===== src/rtl/vga_timing_tx.sv =====
// vga_timing_tx: pixel-rate timing, sync and blanking with registered DAC outputs.
// Ports: CLOCK_50, rst_n in; pix_x/pix_y/pix_req/frame_start out; pix_rgb in; VGA_* out.
`timescale 1ns/1ps
module vga_timing_tx #(
  parameter int CLK_DIV  = 2,
  parameter int H_ACTIVE = 640,
  parameter int H_FP     = 16,
  parameter int H_SYNC   = 96,
  parameter int H_BP     = 48,
  parameter int V_ACTIVE = 480,
  parameter int V_FP     = 10,
  parameter int V_SYNC   = 2,
  parameter int V_BP     = 33,
  parameter bit SYNC_POL = 1'b0
) (
  input  logic        CLOCK_50,
  input  logic        rst_n,
  output logic [9:0]  pix_x,
  output logic [9:0]  pix_y,
  output logic        pix_req,
  input  logic [23:0] pix_rgb,
  output logic        frame_start,
  output logic        VGA_CLK,
  output logic        VGA_HS,
  output logic        VGA_VS,
  output logic        VGA_BLANK_N,
  output logic        VGA_SYNC_N,
  output logic [7:0]  VGA_R,
  output logic [7:0]  VGA_G,
  output logic [7:0]  VGA_B
);

  localparam int H_TOTAL = H_ACTIVE + H_FP + H_SYNC + H_BP;
  localparam int V_TOTAL = V_ACTIVE + V_FP + V_SYNC + V_BP;
  localparam int DIV_W   = (CLK_DIV > 1) ? $clog2(CLK_DIV) : 1;

  if (H_TOTAL > 1024 || V_TOTAL > 1024) begin : g_bad_total
    $error("vga_timing_tx: H_TOTAL/V_TOTAL exceed 10-bit counters");
  end
  if (CLK_DIV < 1) begin : g_bad_div
    $error("vga_timing_tx: CLK_DIV must be >= 1");
  end

  localparam logic [DIV_W-1:0] DIV_MAX = DIV_W'(CLK_DIV - 1);
  localparam logic [9:0] H_LAST = 10'(H_TOTAL - 1);
  localparam logic [9:0] V_LAST = 10'(V_TOTAL - 1);
  // 11-bit bounds so a window ending exactly at 1024 still compares correctly
  localparam logic [10:0] H_ACT  = 11'(H_ACTIVE);
  localparam logic [10:0] HS_BEG = 11'(H_ACTIVE + H_FP);
  localparam logic [10:0] HS_END = 11'(H_ACTIVE + H_FP + H_SYNC);
  localparam logic [10:0] V_ACT  = 11'(V_ACTIVE);
  localparam logic [10:0] VS_BEG = 11'(V_ACTIVE + V_FP);
  localparam logic [10:0] VS_END = 11'(V_ACTIVE + V_FP + V_SYNC);

  logic [DIV_W-1:0] r_div;
  logic [DIV_W-1:0] w_div_nxt;
  logic             w_tick;
  logic [9:0]       r_h;
  logic [9:0]       r_v;
  logic [10:0]      w_h11;
  logic [10:0]      w_v11;
  logic             w_h_last;
  logic             w_v_last;
  logic             w_req;
  logic             w_hs_on;
  logic             w_vs_on;
  logic             r_hs;
  logic             r_vs;
  logic             r_blank_n;
  logic             r_fs;
  logic [23:0]      r_rgb;

  assign w_tick    = (r_div == DIV_MAX);
  assign w_div_nxt = w_tick ? '0 : r_div + 1'b1;
  assign w_h_last  = (r_h == H_LAST);
  assign w_v_last  = (r_v == V_LAST);
  assign w_h11     = {1'b0, r_h};
  assign w_v11     = {1'b0, r_v};
  assign w_req     = (w_h11 < H_ACT) && (w_v11 < V_ACT);
  assign w_hs_on   = (w_h11 >= HS_BEG) && (w_h11 < HS_END);
  assign w_vs_on   = (w_v11 >= VS_BEG) && (w_v11 < VS_END);

  always_ff @(posedge CLOCK_50 or negedge rst_n) begin
    if (!rst_n) begin
      r_div <= '0;
      r_h   <= '0;
      r_v   <= '0;
    end else begin
      r_div <= w_div_nxt;
      if (w_tick) begin
        r_h <= w_h_last ? '0 : r_h + 10'd1;
        if (w_h_last) begin
          r_v <= w_v_last ? '0 : r_v + 10'd1;
        end
      end
    end
  end

  // Video outputs capture the current coordinate, so they trail it by one pixel.
  always_ff @(posedge CLOCK_50 or negedge rst_n) begin
    if (!rst_n) begin
      r_hs      <= ~SYNC_POL;
      r_vs      <= ~SYNC_POL;
      r_blank_n <= 1'b0;
      r_rgb     <= '0;
      r_fs      <= 1'b0;
    end else begin
      r_fs <= w_tick && w_h_last && w_v_last;
      if (w_tick) begin
        r_blank_n <= w_req;
        r_rgb     <= w_req ? pix_rgb : '0;
        r_hs      <= w_hs_on ? SYNC_POL : ~SYNC_POL;
        r_vs      <= w_vs_on ? SYNC_POL : ~SYNC_POL;
      end
    end
  end

  if (CLK_DIV == 1) begin : g_vclk_pass
    assign VGA_CLK = ~CLOCK_50;
  end else begin : g_vclk_reg
    localparam logic [DIV_W-1:0] DIV_HALF = DIV_W'(CLK_DIV / 2);
    logic r_vclk;
    // Built from the next divider value so the rising edge lands mid-pixel.
    always_ff @(posedge CLOCK_50 or negedge rst_n) begin
      if (!rst_n) begin
        r_vclk <= 1'b0;
      end else begin
        r_vclk <= (w_div_nxt >= DIV_HALF);
      end
    end
    assign VGA_CLK = r_vclk;
  end

  assign pix_x       = r_h;
  assign pix_y       = r_v;
  assign pix_req     = w_req;
  assign frame_start = r_fs;
  assign VGA_HS      = r_hs;
  assign VGA_VS      = r_vs;
  assign VGA_BLANK_N = r_blank_n;
  assign VGA_SYNC_N  = 1'b0;
  assign VGA_R       = r_rgb[23:16];
  assign VGA_G       = r_rgb[15:8];
  assign VGA_B       = r_rgb[7:0];

endmodule

===== config.mk =====
export PLATFORM = sky130hd
export DESIGN_NAME = vga_timing_tx
export DESIGN_NICKNAME = d
export VERILOG_FILES = /design/src/rtl/vga_timing_tx.sv
export SDC_FILE = /design/constraint.sdc
export NUM_CORES = 1
export LEC_CHECK = 0
export BUFFER_PORTS_ARGS = -buffer_cell sky130_fd_sc_hd__buf_2
export CAP_MARGIN = 5
export CELL_PAD_IN_SITES_DETAIL_PLACEMENT = 1
export CELL_PAD_IN_SITES_GLOBAL_PLACEMENT = 1
export CORE_UTILIZATION = 30
export CTS_CLUSTER_SIZE = 28
export DETAILED_ROUTE_END_ITERATION = 8
export GPL_TIMING_DRIVEN = 0
export PLACE_DENSITY_LB_ADDON = 0.1
export SLEW_MARGIN = 20
export SYNTH_ARGS = -nofsm -noshare
export SYNTH_HDL_FRONTEND = slang
export SYNTH_SLANG_ARGS = --single-unit

===== constraint.sdc =====
create_clock -name CLOCK_50 -period 3.6 [get_ports CLOCK_50]
set_input_delay 0.36 -clock CLOCK_50 [delete_from_list [all_inputs] [get_ports CLOCK_50]]
set_output_delay 0.36 -clock CLOCK_50 [all_outputs]
set_load 0.005 [all_outputs]

# Word-level counts from Yosys, hierarchy flattened
# Index checks and enable logic that the tools add are counted.
[totals] ff_bits=50 word_cells=33 out_inout_bits=51 inputBits=26
[op_classes] muxes=6 order_cmp=7 n_reduce_logical=6 add_sub_neg=3 eq_ne=2
[ops] operator="2-to-1 mux 24 bit" count=1
[ops] operator="adder 10 x 1 -> 10 bit (second input constant)" count=2
[ops] operator="equality test 10 bit (second input constant)" count=2
[ops] operator="less-than comparator 10 bit (second input constant)" count=2
[ops] operator="less-than comparator 10 x 9 -> 1 bit (second input constant)" count=2
[ops] operator="2-to-1 mux 10 bit" count=2
[ops] operator=">= comparator 10 bit (second input constant)" count=1
[ops] operator=">= comparator 10 x 9 -> 1 bit (second input constant)" count=1
[ops] operator="logical AND 1 bit" count=5
[ops] operator="2-to-1 mux 1 bit" count=3
[ops] operator="AND reduction 2 bit" count=1
[ops] operator="adder 1 bit (second input constant)" count=1
[ops] operator=">= comparator 1 bit (second input constant)" count=1

# Logic depth before layout (Yosys ltp)
# Gate-level depths: netlist of the first run.
[depth] word_depth=3 depth_mapped=6

# Worst setup path after synthesis of the first run
# OpenSTA, ideal clock, no wires.
[synth_timing] path_type="register to register" start="register r_h[0], in the netlist pix_x[0]" end="register r_v[4], in the netlist pix_y[4]" n_path_buf=1 stages_incl_launch_ff=7 slack_ps=1763 required_ps=3534 period_less_slack_ps=1837 setup_ps=66 t_arrival_ps=1771 path_cell_list="dfrtp_1 > ha_1 > nand2_1 > or3_4 > buf_6 > or4b_1 > nand2_1"
[synth_via] elab_chain_len=2
[synth_rtl] item="start: declaration" line_no="58" rtl="logic [9:0] r_h;"
[synth_rtl] item="start signal: assignment" line_no="91" rtl="r_h <= w_h_last ? '0 : r_h + 10'd1;"
[synth_rtl] item="equality test 10 bit" line_no="75" rtl="assign w_h_last = (r_h == H_LAST);"
[synth_rtl] item="AND reduction 2 bit (no line)"
[synth_rtl] item="end signal: assignment" line_no="93" rtl="r_v <= w_v_last ? '0 : r_v + 10'd1;"
[synth_rtl] item="end: declaration" line_no="59" rtl="logic [9:0] r_v;"
# No other way between the ends.
# A chain may end at the register's enable or synchronous reset.

# Worst setup path in the final report of the first run
[layout_timing] start="register r_v[5], in the netlist pix_y[5]" end="output port pix_req"
[layout_via] elab_chain_len=2
[layout_rtl] item="less-than comparator 10 x 9 -> 1 bit" line_no="79" rtl="assign w_req = (w_h11 < H_ACT) && (w_v11 < V_ACT);"
[layout_rtl] item="logical AND 1 bit" line_no="79"
[layout_rtl] item="end: declaration" line_no="20" rtl="output logic pix_req,"
# No other way between the ends.

==> results of run 1 <==
## through the flow
stage	util	hold WS, ns
5_1_grt	0.402	0.118
4_1_cts	0.401	0.0979
3_5_place_dp	0.387	0.433
6_report	0.402	0.0824
3_3_place_gp	0.387	0.465
2_1_floorplan	-	0.0644
## layout by cell type (no fill, tap or decap), types with 2 or more instances in the layout
master | synthesis | final
nor3_1 | 4 | 3
nor2_1 | 7 | 7
nand4_1 | 5 | 5
mux2i_1 | 2 | 2
nand2_1 | 36 | 36
inv_1 | 9 | 9
a21oi_1 | 3 | 3
dfstp_2 | 2 | 2
o2bb2ai_1 | 24 | 24
or3_1 | 2 | 2
and3_1 | 2 | 2
or3_2 | 2 | 2
xnor2_1 | 6 | 6
xor2_1 | 3 | 3
o21ai_0 | 9 | 9
clkbuf_1 | 8 | 8
clkbuf_8 | 0 | 6
buf_4 | 2 | 3
nand3_1 | 15 | 15
buf_2 | 0 | 74
ha_1 | 4 | 4
a41oi_1 | 3 | 3
dfrtp_1 | 47 | 47
## area by class of cell
type,instances,area share
Clock inverter,2,0.00493
Tap cell,96,0.0430
Buffer,11,0.0202
Timing Repair Buffer,75,0.135
Multi-Input combinational cell,138,0.313
Inverter,10,0.0134
Sequential cell,49,0.440
Clock buffer,6,0.0296
## state kept, by name, summed over array words and instances, names as in the netlist
name	flops
VGA_VS	1
r_rgb	24
VGA_CLK	1
pix_y	10
frame_start	1
VGA_BLANK_N	1
pix_x	10
VGA_HS	1
## worst paths after layout
kind | start | to | slack [ns] | cells after the start
setup / recovery | pix_y[5] | pix_req | 1.29 | 6
hold / removal | rst_n | pix_y[4] | 0.08 | 1
setup reg to reg | pix_x[0] | pix_y[4] | 1.60 | 6
hold reg to reg | r_rgb[1] | r_rgb[1] | 0.48 | 1
max in group asynchronous | rst_n | pix_x[0] | 3.11 | 1
min in group CLOCK_50 | pix_rgb[13] | r_rgb[13] | 0.28 | 3
## where the power goes
group          total [mW]  switching (mW)  internal (mW)
logic              0.0539          0.0286         0.0254
registers           0.571         0.00695          0.564
clock network       0.341           0.185          0.156
total               0.965           0.220          0.745
## per-layer routing
| metal | share of wire | wire (um) | vias up |
|---|---|---|---|
| li1 | - | - | 902 |
| met1 | 0.46 | 2620 | 939 |
| met2 | 0.49 | 2810 | 44 |
| met3 | 0.047 | 268 | 2 |
| met4 | 0.0058 | 33 | 0 |
| met5 | 0 | 0 | - |
## logic make-up after synthesis
group	synth area share
flops	0.561
other cells	0.00171
fa+ha+maj	0.0228
mux	0.00913
simple gates	0.189
compound gates	0.138
xor+xnor	0.0360
buf+inv	0.0428
## worst max-delay path, delay by kind of cell (launching register included)
kind / cells / cell delay (ns)
buffers and inverters: 3 / 0.61
AND/OR/NAND/NOR: 3 / 0.58
flip-flops: 1 / 0.46
==> out/results.txt, run 1 <==
Avg Cell Area, Syn: 10.5 um2
GRT overflow: 0
Async SR Flop Fraction: 1.00
WP data required: 3.24 ns
count leader, synth: dfrtp_1
pre-CTS WS: 1.34 ns
grt peak-use layer: met2
Area Growth Syn to Fin: 27.3%
fin crit period: 2.31 ns
cell leakage power: 1.36 nW
IO Pins: 77
vias per inst: 4.88
library cells used by synthesis: 34
largest net degree at the start of global routing: 50
critical path's slowest cell: dfrtp_1
clock skew: 0.00311 ns
largest cells by area after synthesis: dfrtp_1 (54%), o2bb2ai_1 (9.6%), nand2_1 (6.2%), nand3_1 (3.4%), dfstp_2 (2.4%)
CTS Buf Count: 5
final net count: 320
Post-Layout Inst Area: 2790 um2
1st-iter DRT viols: 61
met2 usage: 0.253
CTS-repair resized insts: 0
share of cells above drive strength 1: 0.320
height of the die: 87.5 um
GR Util All Layers: 0.157
met1 usage: 0.213
I/O Buffers: 75
total power: 965 uW
nature of the critical path startpoint: flop
clock transition at the registers of the reported paths: 0.09 ns
Routed WL: 5730 um
Slew HR: 0.579
final hold violation count: 0
Antenna Nets Post-Route: 0
Global Route met3 Usage: 0.0389
# fillers: 831
Worst Setup End Kind: output port
leading area contributor after synthesis: dfrtp_1
Max Slew Vio Count: 0
Seq. cell area: 1230 um2
Cell Chain, Critical Path: and3_1 -> nand2_1 -> nand3_1 -> clkbuf_1 -> inv_1 -> buf_2
fin cells: 387
post-detail-place hpwl: 4180 um
initial antenna violation count: 0
Synth Net Count: 238
RSZ-0062 raised after global routing: false
CORE AREA: 6940 um2
number of enable flip-flop cells after synthesis: 0
Ant. Diodes: 0
Synth Register Bits: 49
TNS Setup: 0 ns
synth cell count leaders: dfrtp_1 (47), nand2_1 (36), o2bb2ai_1 (24)
# hold bufs at CTS: 0
Post-Syn Area: 2190 um2
critical path arrival: 1.95 ns
peak fanout along the critical path: 10
die area: 7650 um2
# Post-CTS Setup Buffers: 0
area taken by multi-input logic gates: 875 um2
Synth Flop Type: dfrtp_1
vias in the first global route: 1799
Vias: 1887
clock sink total: 49
YS warnings: 0
CTS tree: done
worst-margin pin slew: 0.628 ns
htree depth: 2
status: completed
Die Wd: 87.5 um
drt drc: 0
register area share after synthesis: 0.561
Crit Path Class: reg -> out
wire length per cell: 14.8 um
Placed Area: 2690 um2
Yosys top cell area share: 0.537
dpl cells: 379
Initial Utilization: 0.316
Clock Latency Late Sink: 0.29 ns
Longest Clk Path Bufs: 2
Post-Syn Instances: 208
pwr dens: 346 nW/um2
clock root buffer: clkbuf_8
critical path's largest stage delay: 0.46 ns
fmax: 433 MHz
setup slack after layout: 1.29 ns
final setup fails: 0
maximum VDD drop: 0.000136 V
placement row count: 30
first-pass GRT wire length: 9220 um
Min-Delay Path Class: in -> async
placer congestion estimate: 0.687
drt pass-1 iters: 4
Period Utilization, post-route: 0.641
Max-Cap Viols: 0
No activity file was read; power rests on OpenSTA's default activity.
==> inputs of run 2 (changes only) <==
==> constraint.sdc (replaced) <==
create_clock -name CLOCK_50 -period 1.9 [get_ports CLOCK_50]
set_input_delay 0.19 -clock CLOCK_50 [delete_from_list [all_inputs] [get_ports CLOCK_50]]
set_output_delay 0.19 -clock CLOCK_50 [all_outputs]
set_load 0.005 [all_outputs]
==> out/results.txt, run 2 (same netlist as run 1, synthesis figures left out) <==
status: completed
drt pass-1 iters: 4 (unchanged)
CTS tree: done
I/O Buffers: 75 (unchanged)
WP data required: 2.15 ns (-1.09 ns)
wire length per cell: 15.0 um (+1.1%)
Period Utilization, post-route: 0.975
nature of the critical path startpoint: flop
drt drc: 0 (unchanged)
final setup fails: 0 (unchanged)
Slew HR: 0.553 (-0.0260)
clock root buffer: clkbuf_8
clock transition at the registers of the reported paths: 0.09 ns (about the same)
worst r2r path cells: 5 (-1)
GRT overflow: 0 (unchanged)
height of the die: 87.5 um (unchanged)
max reg flops: 24 (unchanged)
worst hold path depth: 3
Area Growth Syn to Fin: 31.9%
critical path arrival: 2.10 ns (+0.15 ns)
Max Slew Vio Count: 0 (unchanged)
first-pass GRT wire length: 9270 um (+0.60%)
Longest Clk Path Bufs: 2 (unchanged)
post-detail-place hpwl: 4180 um (unchanged)
clock skew: 0.00550 ns (+0.00238 ns)
IO Pins: 77 (unchanged)
final hold violation count: 0 (unchanged)
most common cell after layout, fill and taps aside: buf_2
placer congestion estimate: 0.687 (unchanged)
placement row count: 30 (unchanged)
share of cells above drive strength 1: 0.370 (+0.0508)
Antenna Nets Post-Route: 0 (unchanged)
Vias: 1878 (-0.48%)
maximum VDD drop: 0.000258 V (+89%)
Post-Layout Inst Area: 2890 um2 (+3.6%)
largest net degree at the start of global routing: 50 (unchanged)
initial antenna violation count: 0 (unchanged)
cell leakage power: 1.39 nW (+2.7%)
Min-Delay Path Class: in -> reg
pwr dens: 635 nW/um2 (+84%)
clock sink total: 49 (unchanged)
Clock Latency Late Sink: 0.30 ns (about the same)
htree depth: 2 (unchanged)
fmax: 540 MHz
fin crit period: 1.85 ns
final hold slack: 0.111 ns (+0.0286 ns)
peak fanout along the critical path: 10 (unchanged)
Ant. Diodes: 0 (unchanged)
Crit Path Class: reg -> reg
commonest non-fill, non-tap cells in the layout: buf_2 (74), dfrtp_1 (41), nand2_1 (35)
register with the most flip-flops: r_rgb
1st-iter DRT viols: 73 (+20%)
CORE AREA: 6940 um2 (unchanged)
worst-margin pin slew: 0.667 ns (+0.0387 ns)
Max-Cap Viols: 0 (unchanged)
vias per inst: 4.78 (-2.0%)
final net count: 326 (+1.9%)
vias in the first global route: 1808 (+0.50%)
Worst Setup End Kind: flop
Die Wd: 87.5 um (unchanged)
GR Util All Layers: 0.159 (+0.00121)
Initial Utilization: 0.316 (unchanged)
Routed WL: 5890 um (+2.7%)
CTS Buf Count: 5 (unchanged)
die area: 7650 um2 (unchanged)
Placed Area: 2690 um2 (unchanged)
-- run 2: area by class of cell --
type | count | area, um2
buffer | 11 | 67.6
sequential | 49 | 1240
tap | 96 | 120
timing repair buffer | 81 | 425
multi-input combinational | 138 | 908
inverter | 10 | 37.5
clock inverter | 2 | 13.8
fill | 817 | 4050
clock buffer | 6 | 82.6
-- run 2: worst paths after layout --
check	from	endpoint	slack (ns)
max	pix_x[7]	pix_y[4]	0.05
min	pix_rgb[7]	r_rgb[7]	0.11
max reg2reg	pix_x[7]	pix_y[4]	0.05
min reg2reg	r_rgb[1]	r_rgb[1]	0.48
max in group asynchronous	rst_n	pix_x[0]	0.99
min in group asynchronous	rst_n	frame_start	0.45
-- run 2: worst max-delay path, stage by stage, from the launching register on --
cell and delay, ns:
dfrtp_2 0.43, nand4b_2 0.23, or3_4 0.41, buf_6 0.15, or4b_1 0.50, nand2_1 0.08
-- run 2: metrics by stage --
step / setup TNS [ns] / std cells / total power [mW] / utilization / setup slack (ns)
after CTS: 0 / 390 / 1.86 / 0.409 / 0.00215
after floorplan: 0 / 208 / 1.13 / - / 0.0630
after global routing: -0.00297 / 393 / 1.92 / 0.416 / -0.00297
final: 0 / 393 / 1.84 / 0.416 / 0.0481
after detailed placement: -1.58 / 379 / 1.21 / 0.387 / -0.356
after global placement: -1.03 / 379 / 1.21 / 0.387 / -0.289
-- run 2: timing repair --
action / 4_1_cts / 5_1_grt
pin swaps: 0 / 1
hold endpoints to repair: 47 / 0
setup buffers: 2 / 3
hold buffers: 1 / 0
setup endpoints to repair: 16 / 7
gates resized for setup: 11 / 6
-- run 2: layer usage --
metal,track usage,routed length (um),share of wire,vias up
met5,0,0,0,-
met4,0.0387,33,0.0056,0
met3,0.0389,267,0.045,2
met2,0.254,2890,0.49,44
met1,0.216,2700,0.46,920
li1,-,-,-,912
-- run 2: where the power goes --
part / internal [mW] / switching [mW] / leakage (nW)
clock network: 0.296 / 0.355 / 0.0512
logic: 0.0494 / 0.0542 / 0.747
registers: 1.07 / 0.0132 / 0.594
total: 1.41 / 0.422 / 1.39
==> inputs of run 3 (changes only) <==
==> constraint.sdc (replaced) <==
create_clock -name CLOCK_50 -period 1.85 [get_ports CLOCK_50]
set_input_delay 0.185 -clock CLOCK_50 [delete_from_list [all_inputs] [get_ports CLOCK_50]]
set_output_delay 0.185 -clock CLOCK_50 [all_outputs]
set_load 0.005 [all_outputs]
==> out/results.txt, run 3 (same netlist as run 1, synthesis figures left out) <==
Max-Cap Viols: 0 (unchanged)
nature of the critical path startpoint: flop
fin crit period: 1.81 ns (-0.0432 ns)
total power: 1.89 mW (+2.8%)
drt pass-1 iters: 4 (unchanged)
Seq pwr share: 0.588 (about the same)
Worst Setup End Kind: flop
CORE AREA: 6940 um2 (unchanged)
GRT overflow: 0 (unchanged)
clock share of power: 0.355 (about the same)
share of cells above drive strength 1: 0.405 (+0.0349)
placement row count: 30 (unchanged)
worst-margin pin slew: 0.633 ns (-0.0345 ns)
vias per inst: 4.80 (+0.47%)
largest net degree at the start of global routing: 50 (unchanged)
pwr dens: 627 nW/um2 (-1.2%)
drt drc: 0 (unchanged)
wire length per cell: 15.3 um (+2.3%)
IO Pins: 77 (unchanged)
Internal Power: 1.45 mW (+2.7%)
clock transition at the registers of the reported paths: 0.09 ns (about the same)
1st-iter DRT viols: 78 (+6.8%)
Ant. Diodes: 0 (unchanged)
post-detail-place hpwl: 4180 um (unchanged)
most common cell after layout, fill and taps aside: buf_2
WP data required: 2.10 ns (-0.05 ns)
final net count: 335 (+2.8%)
Slew HR: 0.576 (+0.0231)
switching pwr: 435 uW (+3.1%)
RSZ-0062 raised after global routing: false
first-pass GRT wire length: 9490 um (+2.4%)
register with the most flip-flops: r_rgb
Area Growth Syn to Fin: 37.3%
peak fanout along the critical path: 5 (-5)
Routed WL: 6160 um (+4.7%)
clock sink total: 49 (unchanged)
critical path arrival: 2.05 ns (-0.05 ns)
Min-Delay Path Class: in -> reg
clock root buffer: clkbuf_8
Vias: 1930 (+2.8%)
Sw Ratio: 0.231 (+0.000603)
max reg flops: 24 (unchanged)
initial antenna violation count: 0 (unchanged)
final hold violation count: 0 (unchanged)
CTS tree: done
Max Slew Vio Count: 0 (unchanged)
Longest Clk Path Bufs: 2 (unchanged)
final setup fails: 0 (unchanged)
height of the die: 87.5 um (unchanged)
Die Wd: 87.5 um (unchanged)
vias in the first global route: 1838 (+1.7%)
Initial Utilization: 0.316 (unchanged)
htree depth: 2 (unchanged)
die area: 7650 um2 (unchanged)
I/O Buffers: 75 (unchanged)
Clock Latency Late Sink: 0.30 ns (about the same)
fmax: 553 MHz (+2.4%)
maximum VDD drop: 0.000265 V (+2.7%)
status: completed
Crit Path Class: reg -> reg
clock skew: 0.00787 ns (+0.00237 ns)
Antenna Nets Post-Route: 0 (unchanged)
CTS Buf Count: 5 (unchanged)
commonest non-fill, non-tap cells in the layout: buf_2 (74), dfrtp_1 (38), nand2_1 (34)
cell leakage power: 1.45 nW (+4.0%)
combinational share of power: 0.056 (about the same)
Period Utilization, post-route: 0.978 (+0.00301)
placer congestion estimate: 0.687 (unchanged)
GR Util All Layers: 0.162 (+0.00337)
Layout Utilization: 0.433 (+0.0169)
[run 3: cell types whose count changed in the layout (fill, tap and decap cells not counted), sizes merged]
cell	before	now
buf	83	91
clkbuf	14	15
[run 3: stage by stage]
stage	area (um2)	cells	setup TNS (ns)	setup WS [ns]	hold WS, ns
2_1_floorplan	2190	208	0	0.0130	-0.111
3_3_place_gp	2690	379	-1.48	-0.339	0.422
3_5_place_dp	2690	379	-2.58	-0.406	0.258
4_1_cts	2900	392	0	0.00967	0.0990
5_1_grt	3010	402	0	0.00728	0.0855
6_report	3010	402	0	0.0413	0.106
[run 3: worst max-delay path, stage by stage (launching register included)]
cell	delay, ns
dfrtp_1	0.40
nand4bb_4	0.24
or3_4	0.41
buf_8	0.14
or4b_1	0.50
nand2_1	0.07
[run 3: layout make-up]
class / count / area, um2
multi-input combinational: 138 / 930
clock buffer: 6 / 82.6
sequential: 49 / 1240
tap: 96 / 120
fill: 818 / 3940
clock inverter: 2 / 13.8
buffer: 11 / 75.1
timing repair buffer: 90 / 510
inverter: 10 / 37.5
[run 3: worst paths after layout]
check,startpoint,to,slack [ns],cells past startpoint
max in group asynchronous,rst_n,pix_x[4],0.95,2
min reg2reg,r_rgb[1],r_rgb[1],0.48,1
max reg2reg,pix_x[5],pix_y[4],0.04,5
max,pix_x[5],pix_y[4],0.04,5
min,pix_rgb[7],r_rgb[7],0.11,3
min in group asynchronous,rst_n,pix_y[4],0.44,2
[run 3: metal layers]
| layer | vias up | track usage | routed length, um |
|---|---|---|---|
| li1 | 929 | - | - |
| met1 | 955 | 0.221 | 2760 |
| met2 | 44 | 0.259 | 3090 |
| met3 | 2 | 0.0389 | 277 |
| met4 | 0 | 0.0387 | 33 |
| met5 | - | 0 | 0 |
[run 3: timing repair]
| item | 4_1_cts | 5_1_grt |
|---|---|---|
| resized for setup | 17 | 9 |
| endpoints found under the setup margin | 30 | 7 |
| setup buffers | 4 | 9 |
| hold buffers | 1 | 0 |
| hold endpoints to repair | 47 | 0 |
| pin swaps | 0 | 4 |
| gates cloned | 0 | 1 |
[run 3: power groups by stage]
stage / Combinational [mW] / Clock, mW / Sequential [mW]
2_1_floorplan: 0.0240 / 0 / 1.13
3_5_place_dp: 0.109 / 0 / 1.13
3_3_place_gp: 0.107 / 0 / 1.13
6_report: 0.106 / 0.670 / 1.11
4_1_cts: 0.111 / 0.691 / 1.11
5_1_grt: 0.123 / 0.743 / 1.11
